`src/rtl/mcycle_controller.sv`:
```
// Multi-cycle MIPS control FSM: IF/ID/EX/MEM/WB sequencing with combinational control outputs.
// Define MCTRL_MEM_WAIT_EN to stall IF and MEM until MemReady is high.
//
// state | meaning
// IF    | fetch instruction, PC += 4
// ID    | decode, branch target calc, jumps resolve here
// EX    | ALU execute, beq resolves here
// MEM   | data memory access for lw/sw
// WB    | register file write-back
module mcycle_controller #(
    parameter int ALU_OP_W = 4
) (
    input  logic                clk,
    input  logic                reset,
    input  logic [5:0]          OpCode,
    input  logic [5:0]          Funct,
    input  logic                MemReady,
    output logic                PCWrite,
    output logic                PCWriteCond,
    output logic                IorD,
    output logic                MemRead,
    output logic                MemWrite,
    output logic                IRWrite,
    output logic                RegWrite,
    output logic                ExtOp,
    output logic                LuiOp,
    output logic [1:0]          RegDst,
    output logic [1:0]          MemtoReg,
    output logic [1:0]          ALUSrcA,
    output logic [1:0]          ALUSrcB,
    output logic [1:0]          PCSource,
    output logic [ALU_OP_W-1:0] ALUOp,
    output logic [2:0]          State
);

    typedef enum logic [2:0] {
        S_IF  = 3'd0,
        S_ID  = 3'd1,
        S_EX  = 3'd2,
        S_MEM = 3'd3,
        S_WB  = 3'd4
    } state_t;

    state_t state_q, state_d;
    logic   mem_ok;
    logic   is_rtype, is_jr, is_j, is_jal, is_beq, is_lw, is_sw;
    logic   is_addi, is_andi, is_ori, is_slti, is_lui, is_arith;
    logic [2:0] alu_class;

`ifdef MCTRL_MEM_WAIT_EN
    assign mem_ok = MemReady;
`else
    logic unused_memready;
    assign unused_memready = MemReady;
    assign mem_ok = 1'b1;
`endif

    assign is_rtype = (OpCode == 6'h00) && (Funct != 6'h08);
    assign is_jr    = (OpCode == 6'h00) && (Funct == 6'h08);
    assign is_j     = (OpCode == 6'h02);
    assign is_jal   = (OpCode == 6'h03);
    assign is_beq   = (OpCode == 6'h04);
    assign is_addi  = (OpCode == 6'h08);
    assign is_slti  = (OpCode == 6'h0a);
    assign is_andi  = (OpCode == 6'h0c);
    assign is_ori   = (OpCode == 6'h0d);
    assign is_lui   = (OpCode == 6'h0f);
    assign is_lw    = (OpCode == 6'h23);
    assign is_sw    = (OpCode == 6'h2b);
    assign is_arith = is_rtype | is_addi | is_andi | is_ori | is_slti | is_lui;

    always_ff @(posedge clk or negedge reset) begin
        if (!reset) state_q <= S_IF;
        else        state_q <= state_d;
    end

    assign State = state_q;

    always_comb begin
        alu_class = 3'd0;
        case (OpCode)
            6'h04:   alu_class = 3'd1;
            6'h00:   alu_class = 3'd2;
            6'h0c:   alu_class = 3'd3;
            6'h0d:   alu_class = 3'd4;
            6'h0a:   alu_class = 3'd5;
            default: alu_class = 3'd0;
        endcase
    end

    assign ALUOp = ALU_OP_W'(alu_class);

    always_comb begin
        state_d     = state_q;
        PCWrite     = 1'b0;
        PCWriteCond = 1'b0;
        IorD        = 1'b0;
        MemRead     = 1'b0;
        MemWrite    = 1'b0;
        IRWrite     = 1'b0;
        RegWrite    = 1'b0;
        ExtOp       = 1'b0;
        LuiOp       = 1'b0;
        RegDst      = 2'b00;
        MemtoReg    = 2'b00;
        ALUSrcA     = 2'b00;
        ALUSrcB     = 2'b00;
        PCSource    = 2'b00;
        case (state_q)
            S_IF: begin
                MemRead = 1'b1;
                ALUSrcB = 2'b01;
                if (mem_ok) begin
                    PCWrite = 1'b1;
                    IRWrite = 1'b1;
                    state_d = S_ID;
                end
            end
            S_ID: begin
                ALUSrcB = 2'b11;
                if (is_j || is_jal) begin
                    PCWrite  = 1'b1;
                    PCSource = 2'b10;
                end
                if (is_jal) begin
                    RegWrite = 1'b1;
                    RegDst   = 2'b10;
                    MemtoReg = 2'b10;
                end
                if (is_jr) begin
                    PCWrite  = 1'b1;
                    PCSource = 2'b11;
                end
                // unrecognised opcodes fall back to IF as a NOP
                state_d = (is_arith || is_beq || is_lw || is_sw) ? S_EX : S_IF;
            end
            S_EX: begin
                ALUSrcA = 2'b01;
                ALUSrcB = (is_rtype || is_beq) ? 2'b00 : 2'b10;
                ExtOp   = !(is_andi || is_ori);
                LuiOp   = is_lui;
                if (is_beq) begin
                    PCWriteCond = 1'b1;
                    PCSource    = 2'b01;
                end
                if (is_lw || is_sw) state_d = S_MEM;
                else if (is_arith)  state_d = S_WB;
                else                state_d = S_IF;
            end
            S_MEM: begin
                IorD     = 1'b1;
                MemRead  = is_lw;
                MemWrite = is_sw;
                if (mem_ok) state_d = is_lw ? S_WB : S_IF;
            end
            S_WB: begin
                RegWrite = 1'b1;
                RegDst   = is_rtype ? 2'b01 : 2'b00;
                MemtoReg = is_lw ? 2'b01 : 2'b00;
                state_d  = S_IF;
            end
            default: state_d = S_IF;
        endcase
        // reset kills writes combinationally so an abort never leaks a partial write
        if (!reset) begin
            PCWrite     = 1'b0;
            PCWriteCond = 1'b0;
            MemWrite    = 1'b0;
            IRWrite     = 1'b0;
            RegWrite    = 1'b0;
        end
    end

endmodule

```
`config.mk`:
```
export PLATFORM = sky130hd
export DESIGN_NAME = mcycle_controller
export DESIGN_NICKNAME = d
export VERILOG_FILES = /design/src/rtl/mcycle_controller.sv
export SDC_FILE = /design/constraint.sdc
export NUM_CORES = 1
export LEC_CHECK = 0
export ABC_CLOCK_PERIOD_IN_PS = 3200
export BUFFER_PORTS_ARGS = -buffer_cell sky130_fd_sc_hd__buf_2
export CORE_MARGIN = 2
export CORE_UTILIZATION = 42
export DETAILED_ROUTE_END_ITERATION = 12
export PLACE_DENSITY = 0.82
export SETUP_SLACK_MARGIN = 0.05
export SLEW_MARGIN = 5
export SYNTH_ARGS = -nofsm -noshare
export SYNTH_HDL_FRONTEND = slang
export SYNTH_SLANG_ARGS = --single-unit
```
`constraint.sdc`:
```
create_clock -name clk -period 3.2 [get_ports clk]
set_input_delay 0.32 -clock clk [delete_from_list [all_inputs] [get_ports clk]]
set_output_delay 0.32 -clock clk [all_outputs]
set_load 0.005 [all_outputs]
```
Word-level counts from Yosys, hierarchy flattened
Cells that the tools add are included.
{ "word_totals": {"ram_bits": 0, "latchBits": 0, "wordCells": 70, "input_bits": 15, "ff_bits": 3, "memories": 0, "out_inout_bits": 26, "rom_bits": 0} }
{ "classes": {"n_lt_le_gt_ge": 0, "n_shift": 0, "add_sub_neg": 0, "n_bitwise": 5, "n_mux": 36, "reduce_logical": 12, "n_div": 0, "mul": 0, "eq_ne": 16} }
{ "op_table": {"columns": ["cell", "n"], "rows": [
  ["6-bit by 4-bit == test with 1-bit output, second input constant", 6],
  ["1-bit 2-to-1 mux", 19],
  ["3-bit one-hot mux with 5 select lines", 1],
  ["6-bit by 2-bit == test with 1-bit output, second input constant", 2],
  ["6-bit == test, second input constant", 2],
  ["2-bit one-hot mux with 2 select lines", 3],
  ["3-bit one-hot mux with 4 select lines", 1],
  ["2-bit 2-to-1 mux", 5],
  ["3-bit 2-to-1 mux", 3],
  ["1-bit logical OR", 7],
  ["3-bit by 2-bit == test with 1-bit output, second input constant", 2],
  ["6-bit by 3-bit == test with 1-bit output, second input constant", 1],
  ["6-bit zero test", 1],
  ["6-bit by 4-bit inequality test with 1-bit output, second input constant", 1],
  ["1-bit one-hot mux with 2 select lines", 3],
  ["2-bit one-hot mux with 3 select lines", 1],
  ["1-bit OR", 5],
  ["3-bit by 1-bit == test with 1-bit output, second input constant", 1],
  ["3-bit == test, second input constant", 1],
  ["3-bit zero test", 1],
  ["1-bit logical AND", 2],
  ["1-bit zero test", 1]
]} }

Logic depth before layout (Yosys ltp)
Gate-level depths: netlist of the first run.
{ "depth": {"depth_word": 12, "ltp_mapped": 5, "mapped_depth_nobuf": 4} }

Least setup slack after synthesis of the first run
OpenSTA, ideal clock, no wires.
{ "synth_timing": {"path_kind": "input -> output", "from": "in Funct[1]", "to": "out PCSource[0]", "required_ps": 2880, "slack_ps": 1057, "stages": 4, "n_path_buf": 0, "arrival_ps": 1823, "cell_sequence": "or4b_4 or3_4 or4b_4 a21oi_2"} }
{ "synth_between": {"elab_chain_cells": 4} }
{ "synth_rtl": {"columns": ["element", "line_no", "source"], "rows": [
  ["start: declaration", "16", "input logic [5:0] Funct,"],
  ["6-bit by 4-bit == test with 1-bit output", "59", "assign is_jr = (OpCode == 6'h00) && (Funct == 6'h08);"],
  ["1-bit logical AND", "59", null],
  ["2-bit 2-to-1 mux", "130", "if (is_jr) begin"],
  ["2-bit one-hot mux with 2 select lines", "109", "case (state_q)"],
  ["end: declaration", "31", "output logic [1:0] PCSource,"]
]} }
No other way between the ends.

Worst setup path after layout of the first run
Same ends and word-level chain as after synthesis.

==> results of run 1 <==
==> path summary, 6_finish.rpt <==
path	from	end	slack [ns]	cells past startpoint
worst max-delay path	Funct[1]	PCSource[0]	0.83	6
worst min-delay path	reset	State[2]	0.43	2
worst max register to register	State[0]	State[1]	1.86	3
worst min register to register	State[0]	State[0]	0.66	1
max in group asynchronous	reset	State[0]	2.63	2
min in group clk	OpCode[4]	State[2]	0.48	4
==> layout by cell type (no fill, tap or decap) <==
cell type	Yosys	routed
o21ai_0	2	2
a211oi_1	1	1
or3_4	1	1
nor3_1	3	3
mux2i_1	1	1
nor2b_1	2	2
clkbuf_1	2	1
nor4_1	4	4
buf_2	0	37
nor4b_1	1	1
or2_2	2	2
nand2b_2	1	1
nor3b_1	1	1
xnor2_1	1	1
and2_1	1	1
nand2b_1	3	3
clkbuf_4	0	3
o21ai_1	1	1
or4b_1	1	1
nand3b_1	1	1
or4b_4	2	2
and4b_2	1	1
nand3_1	3	3
a21oi_2	1	1
o21bai_1	1	1
dlygate4sd3_1	0	1
o31a_1	4	4
nand2_1	7	7
dfrtp_1	3	3
a21oi_1	3	3
and3_1	2	2
conb_1	1	2
inv_1	1	1
a31oi_1	1	1
a311o_1	1	1
o221ai_1	1	1
nor2_1	12	12
==> where the power goes <==
| group | internal, mW | total, mW | switching [mW] |
|---|---|---|---|
| registers | 0.0459 | 0.0686 | 0.0227 |
| clock network | 0.0469 | 0.0698 | 0.0228 |
| logic | 0.0683 | 0.129 | 0.0607 |
==> layer usage <==
layer	global-route usage	up-vias	share of wire
li1	-	354	-
met2	0.345	36	0.49
met1	0.240	321	0.43
met4	0.0500	0	0.0074
met3	0.0489	2	0.076
met5	0	-	0
==> cells by family after synthesis <==
kind of cell,after synthesis,synth area share
AND/OR/NAND/NOR,48,0.499
AO/OA/AOI/OAI,16,0.202
buffers and inverters,10,0.126
flip-flops,3,0.133
XOR/XNOR,1,0.0155
multiplexers,1,0.0177
other,1,0.00665
==> critical path, delay by kind of cell <==
kind	cells	cell delay [ns]
AND/OR/NAND/NOR	3	1.39
buffers and inverters	2	0.22
AO/OA/AOI/OAI	1	0.13
==> Yosys cell counts (3+ instances only) <==
master / n / area share
nand3_1: 3 / 0.027
nand2b_1: 3 / 0.033
a21oi_1: 3 / 0.027
o31a_1: 4 / 0.062
nor4_1: 4 / 0.044
nand2_1: 7 / 0.047
buf_4: 5 / 0.067
nor2_1: 12 / 0.080
dfrtp_1: 3 / 0.13
nor3_1: 3 / 0.027
==> repair_timing <==
action	in CTS	in global routing
hold buffers	1	0
endpoints found under the hold margin	3	0
buffers inserted	0	0
==> final cells by class <==
| class | instances | share of cell area |
|---|---|---|
| multi-input combinational | 68 | 0.569 |
| timing repair buffer | 38 | 0.264 |
| sequential | 3 | 0.101 |
| clock buffer | 4 | 0.0355 |
| tap | 15 | 0.0253 |
| inverter | 1 | 0.00507 |
==> results.sh, run 1 <==
export IMPL_period_needed_ns=2.37
export IMPL_io_buffers=37
export IMPL_detailedRoute_firstIterationViolations=17
export IMPL_ios=41
export IMPL_cts_tree="built"
export IMPL_antennaDiodeCount=0
export IMPL_fmax_ghz=0.422
export IMPL_seq_area_sq_um=75.1
export IMPL_synth_edf_count=0
export IMPL_finalWeightedCongestion=0.772
export IMPL_core_area_sq_um=1280
export IMPL_setup_tns_ns=0
export IMPL_ys_flop_type="dfrtp_1"
export IMPL_largest_reg_flops=3
export IMPL_finalSetupViolCount=0
export IMPL_start_util=0.439
export IMPL_criticalPathCategory="primary input to output pin"
export IMPL_die_area_sq_um=1650
export IMPL_crit_path_end_kind="output pin"
export IMPL_grt_pass1_vias=560
export IMPL_leakage_nw=0.378
export IMPL_slowest_stage="or4b_4"
export IMPL_clk_transition_reported_paths_ns=0.04
export IMPL_rsz0062_at_grt="false"
export IMPL_period_share=0.741
export IMPL_ys_types=36
export IMPL_clk_path_buf_depth=2
export IMPL_timing_hold_ws_ns=0.429
export IMPL_post_dp_hpwl_mm=1.15
export IMPL_slew_headroom=0.648
export IMPL_crit_chain="buf_2, or4b_4, or3_4, or4b_4, a21oi_2, buf_2"
export IMPL_ir_drop_v=0.000204
export IMPL_finalWirelength_mm=1.49
export IMPL_root_buffer="clkbuf_4"
export IMPL_p_total_mw=0.267
export IMPL_report_final_slew_viol_count=0
export IMPL_nFillCells=130
export IMPL_grt_max_degree=13
export IMPL_synthCells=80
export IMPL_seq_area_frac_synth=0.133
export IMPL_clk_latency_ns=0.24
export IMPL_hp_class="primary input to asynchronous set/reset pin"
export IMPL_route_detailed_wl_per_inst_um=11.6
export IMPL_synth_seq_cells=3
export IMPL_antenna_found_initial=0
export IMPL_dieWidth_um=40.7
export IMPL_yosysWarnings=0
export IMPL_hold_viol=0
export IMPL_status="finished clean"
export IMPL_finClkSkew_ns=0.00306
export IMPL_tightest_slew_ns=0.524
export IMPL_grt_pass1_wl_mm=2.24
export IMPL_remaining_drc_errors=0
export IMPL_die_y_um=40.7
export IMPL_dpl_cell_area_sq_um=704
export IMPL_worst_slack_ns=0.828
export IMPL_track_usage=0.198
export IMPL_drive_gt1_frac=0.421
export IMPL_numCtsBuffers=3
export IMPL_cts_resized_gates=0
export IMPL_cts_sinks=3
export IMPL_finish_utilization=0.576
export IMPL_synthArstFlopShare=1.00
export IMPL_vias=713
export IMPL_crit_arrival_ns=2.05
export IMPL_crit_fanout=3
export IMPL_num_rows=13
export IMPL_cap_violations=0
export IMPL_place_ws_ns=0.825
export IMPL_syn_area_sq_um=564
export IMPL_dp_cells=124
export IMPL_via_per_inst=5.53
export IMPL_area_delta_synth_final_pct=31.3
export IMPL_htree_levels=1
export IMPL_cp_slowest_stage_delay_ns=0.54
export IMPL_avgSynthCellArea_sq_um=7.05
export IMPL_ant_nets=0
export IMPL_nets=130
export IMPL_cp_start_kind="primary input"
export IMPL_power_density_nw_per_um2=361
export IMPL_drt_pass1_iter_count=4
export IMPL_finish_instance_area_sq_um=741
export IMPL_grt_overflow=0
export IMPL_multiInputGateArea_sq_um=422
export IMPL_final_cell_count_no_fill=129
export IMPL_required_ns=2.88
No activity file was read; power rests on OpenSTA's default activity.
==> run 2, diff against run 1 <==
Settings changed: ABC_AREA set to 1, ABC_CLOCK_PERIOD_IN_PS 3200 to 2400, CORE_UTILIZATION 42 to 38, PLACE_DENSITY 0.82 to 0.77.
Clock period 3.2 ns to 2.4 ns, I/O delays scaled along.
==> run 2 against run 1 <==
Effect of this change: synthesized cell count up 16%; worst hold slack worse by 0.081 ns; clock power up 30%; sequential share of layout area down 0.068 points; flip-flop and latch count unchanged; area after synthesis down 7.1%; total power up 28%; count of clock-buffer cells in the layout unchanged; sequential power up 18%; clock skew up 0.0038 ns; die area up 2.4%; largest power group unchanged.
==> results.sh, run 2 <==
export IMPL_status="finished clean"
export IMPL_seq_area_frac_synth=0.143
export IMPL_grt_max_degree=10
export IMPL_synth_seq_cells=3
export IMPL_setup_tns_ns=0
export IMPL_r2r_start="State[2]"
export IMPL_final_common_cell="buf_2"
export IMPL_crit_family="simple AND/OR/NAND/NOR gates"
export IMPL_ys_types=20
export IMPL_grt_overflow=0
export IMPL_synth_top_area_share=0.165
export IMPL_cp_slowest_stage_delay_ns=0.45
export IMPL_core_area_sq_um=1300
export IMPL_finalWeightedCongestion=0.833
export IMPL_drt_pass1_iter_count=5
export IMPL_avgSynthCellArea_sq_um=5.64
export IMPL_largest_reg_flops=3
export IMPL_cp_start_kind="register"
export IMPL_dieWidth_um=41.1
export IMPL_power_switching_mw=0.147
export IMPL_cts_tree="built"
export IMPL_power_frac_clock=0.266
export IMPL_criticalPathCategory="register to output pin"
export IMPL_hold_viol=0
export IMPL_postCtsSetupRepairBufs=0
export IMPL_clk_transition_reported_paths_ns=0.04
export IMPL_cts_sinks=3
export IMPL_ant_nets=0
export IMPL_finClkSkew_ns=0.00685
export IMPL_period_needed_ns=1.68
export IMPL_r2r_cells=3
export IMPL_report_final_slew_viol_count=0
export IMPL_synth_edf_count=0
export IMPL_finish_utilization=0.573
export IMPL_grt_pass1_wl_mm=2.34
export IMPL_yosysTopAreaCell="nand2_1"
export IMPL_nets=149
export IMPL_crit_arrival_ns=1.44
export IMPL_antennaDiodeCount=0
export IMPL_final_cell_count_no_fill=148
export IMPL_crit_path_end_kind="output pin"
export IMPL_route_detailed_wl_per_inst_um=10.3
export IMPL_fmax_ghz=0.596
export IMPL_nFillCells=151
export IMPL_p_sw_frac=0.432
export IMPL_layout_common_cells="buf_2 (37), nand2_1 (23), inv_1 (18), nor2_1 (12), nand3_1 (9)"
export IMPL_vias=723
export IMPL_rsz0062_at_grt="false"
export IMPL_reg2reg_slack_ns=1.31
export IMPL_io_buffers=37
export IMPL_hp_class="primary input to asynchronous set/reset pin"
export IMPL_period_share=0.699
export IMPL_leakage_nw=0.507
export IMPL_sequentialPowerShare=0.238
export IMPL_internal_power_mw=0.194
export IMPL_numCtsBuffers=3
export IMPL_start_util=0.403
export IMPL_finalSetupViolCount=0
export IMPL_ys_flop_type="dfrtp_1"
export IMPL_ir_drop_v=0.000223
export IMPL_ys_top_cells_by_count="nand2_1 (23), inv_1 (18), nor2_1 (12)"
export IMPL_path_buf_inv=2
export IMPL_ios=41
export IMPL_die_area_sq_um=1690
export IMPL_htree_levels=1
export IMPL_antenna_found_initial=0
export IMPL_power_density_nw_per_um2=458
export IMPL_clk_path_buf_depth=2
export IMPL_root_buffer="clkbuf_4"
export IMPL_clk_latency_ns=0.24
export IMPL_synthArstFlopShare=1.00
export IMPL_die_y_um=41.1
export IMPL_area_delta_synth_final_pct=42.2
export IMPL_track_usage=0.210
export IMPL_cts_resized_gates=0
export IMPL_synth_most_common_cell="nand2_1"
export IMPL_via_per_inst=4.89
export IMPL_crit_fanout=6
export IMPL_grt_pass1_vias=568
export IMPL_finalWirelength_mm=1.53
export IMPL_num_rows=13
export IMPL_drive_gt1_frac=0.406
export IMPL_detailedRoute_firstIterationViolations=24
export IMPL_dp_cells=143
export IMPL_yosysWarnings=0
export IMPL_synthCells=93
export IMPL_post_dp_hpwl_mm=1.27
export IMPL_timing_rr_end="State[1]"
export IMPL_pwr_share_comb=0.496
export IMPL_crit_chain="nor3_4, inv_1, nor3_1, buf_2"
export IMPL_slowest_stage="dfrtp_1"
export IMPL_cap_violations=0
export IMPL_remaining_drc_errors=0
export IMPL_syn_area_sq_um=524
export IMPL_synth_area_leaders="nand2_1 (16%), dfrtp_1 (14%), inv_1 (13%), nand3_1 (8.6%), nor2_1 (8.6%)"
export IMPL_required_ns=2.16
==> run 2: cell types whose count changed after synthesis, moves of 3 or more <==
cell / delta
nand3_1: +6
nand2_1: +16
inv_1: +17
o31a_1: -4
nor2_4: +3
nand4_1: +3
nand2b_1: -3
nor4_1: -4
nand2_2: +4
==> run 2: cell type report <==
| class | count | area, sq um | area share |
|---|---|---|---|
| multi-input cells | 69 | 359 | 0.482 |
| clock buffers | 4 | 26.3 | 0.0352 |
| flip-flops and latches | 3 | 75.1 | 0.101 |
| inverters | 19 | 71.3 | 0.0956 |
| repair buffers | 38 | 195 | 0.262 |
| well taps | 15 | 18.8 | 0.0252 |
==> run 2: cell families after synthesis <==
| logic type | after synthesis | synth area share |
|---|---|---|
| flops | 3 | 0.143 |
| other cells | 1 | 0.00715 |
| buf+inv | 22 | 0.179 |
| compound gates | 4 | 0.0382 |
| simple gates | 63 | 0.632 |
==> run 2: power by group through the flow <==
stage	registers, mW	clock network [mW]	logic [mW]
CTS	0.0810	0.0908	0.171
floorplan	0.0811	0	0.0965
global placement	0.0804	0	0.167
detailed placement	0.0815	0	0.169
global route	0.0831	0.0977	0.201
finish	0.0812	0.0908	0.170
==> run 2: worst max path at each step <==
stage,endpoint,cells past startpoint,slack [ns],start
CTS,PCWriteCond,4,0.71,State[2]
floorplan,RegDst[1],6,1.04,State[2]
detailed placement,PCWriteCond,4,0.97,State[2]
global route,PCWriteCond,4,0.61,State[2]
global placement,PCWriteCond,4,1.00,State[2]
finish,PCWriteCond,4,0.72,State[2]
==> run 2: worst register-to-register path: stages, from the launching register on <==
cell and delay, ns:
dfrtp_1 0.45, nor3_4 0.31, nand3_1 0.14, nand2_1 0.11
==> run 2: metal layers <==
| metal | track usage | wire (um) | vias to the layer above |
|---|---|---|---|
| li1 | - | - | 363 |
| met1 | 0.258 | 602 | 312 |
| met2 | 0.355 | 759 | 43 |
| met3 | 0.0380 | 145 | 5 |
| met4 | 0.0887 | 17 | 0 |
| met5 | 0 | 0 | - |
==> run 2: through the flow <==
step                      instance area, sq um  setup slack [ns]  total power [mW]  hold slack [ns]
after CTS                                  746             0.708             0.343            0.351
after global routing                       746             0.610             0.382            0.381
after floorplan                            528              1.04             0.178          -0.0556
final                                      746             0.723             0.342            0.348
after global placement                     709              1.00             0.247           0.0544
after detailed placement                   709             0.970             0.251           0.0624
==> run 2: what timing repair did <==
item	CTS	global route
hold buffers	1	0
hold endpoints to repair	3	0
setup endpoints to repair	0	0
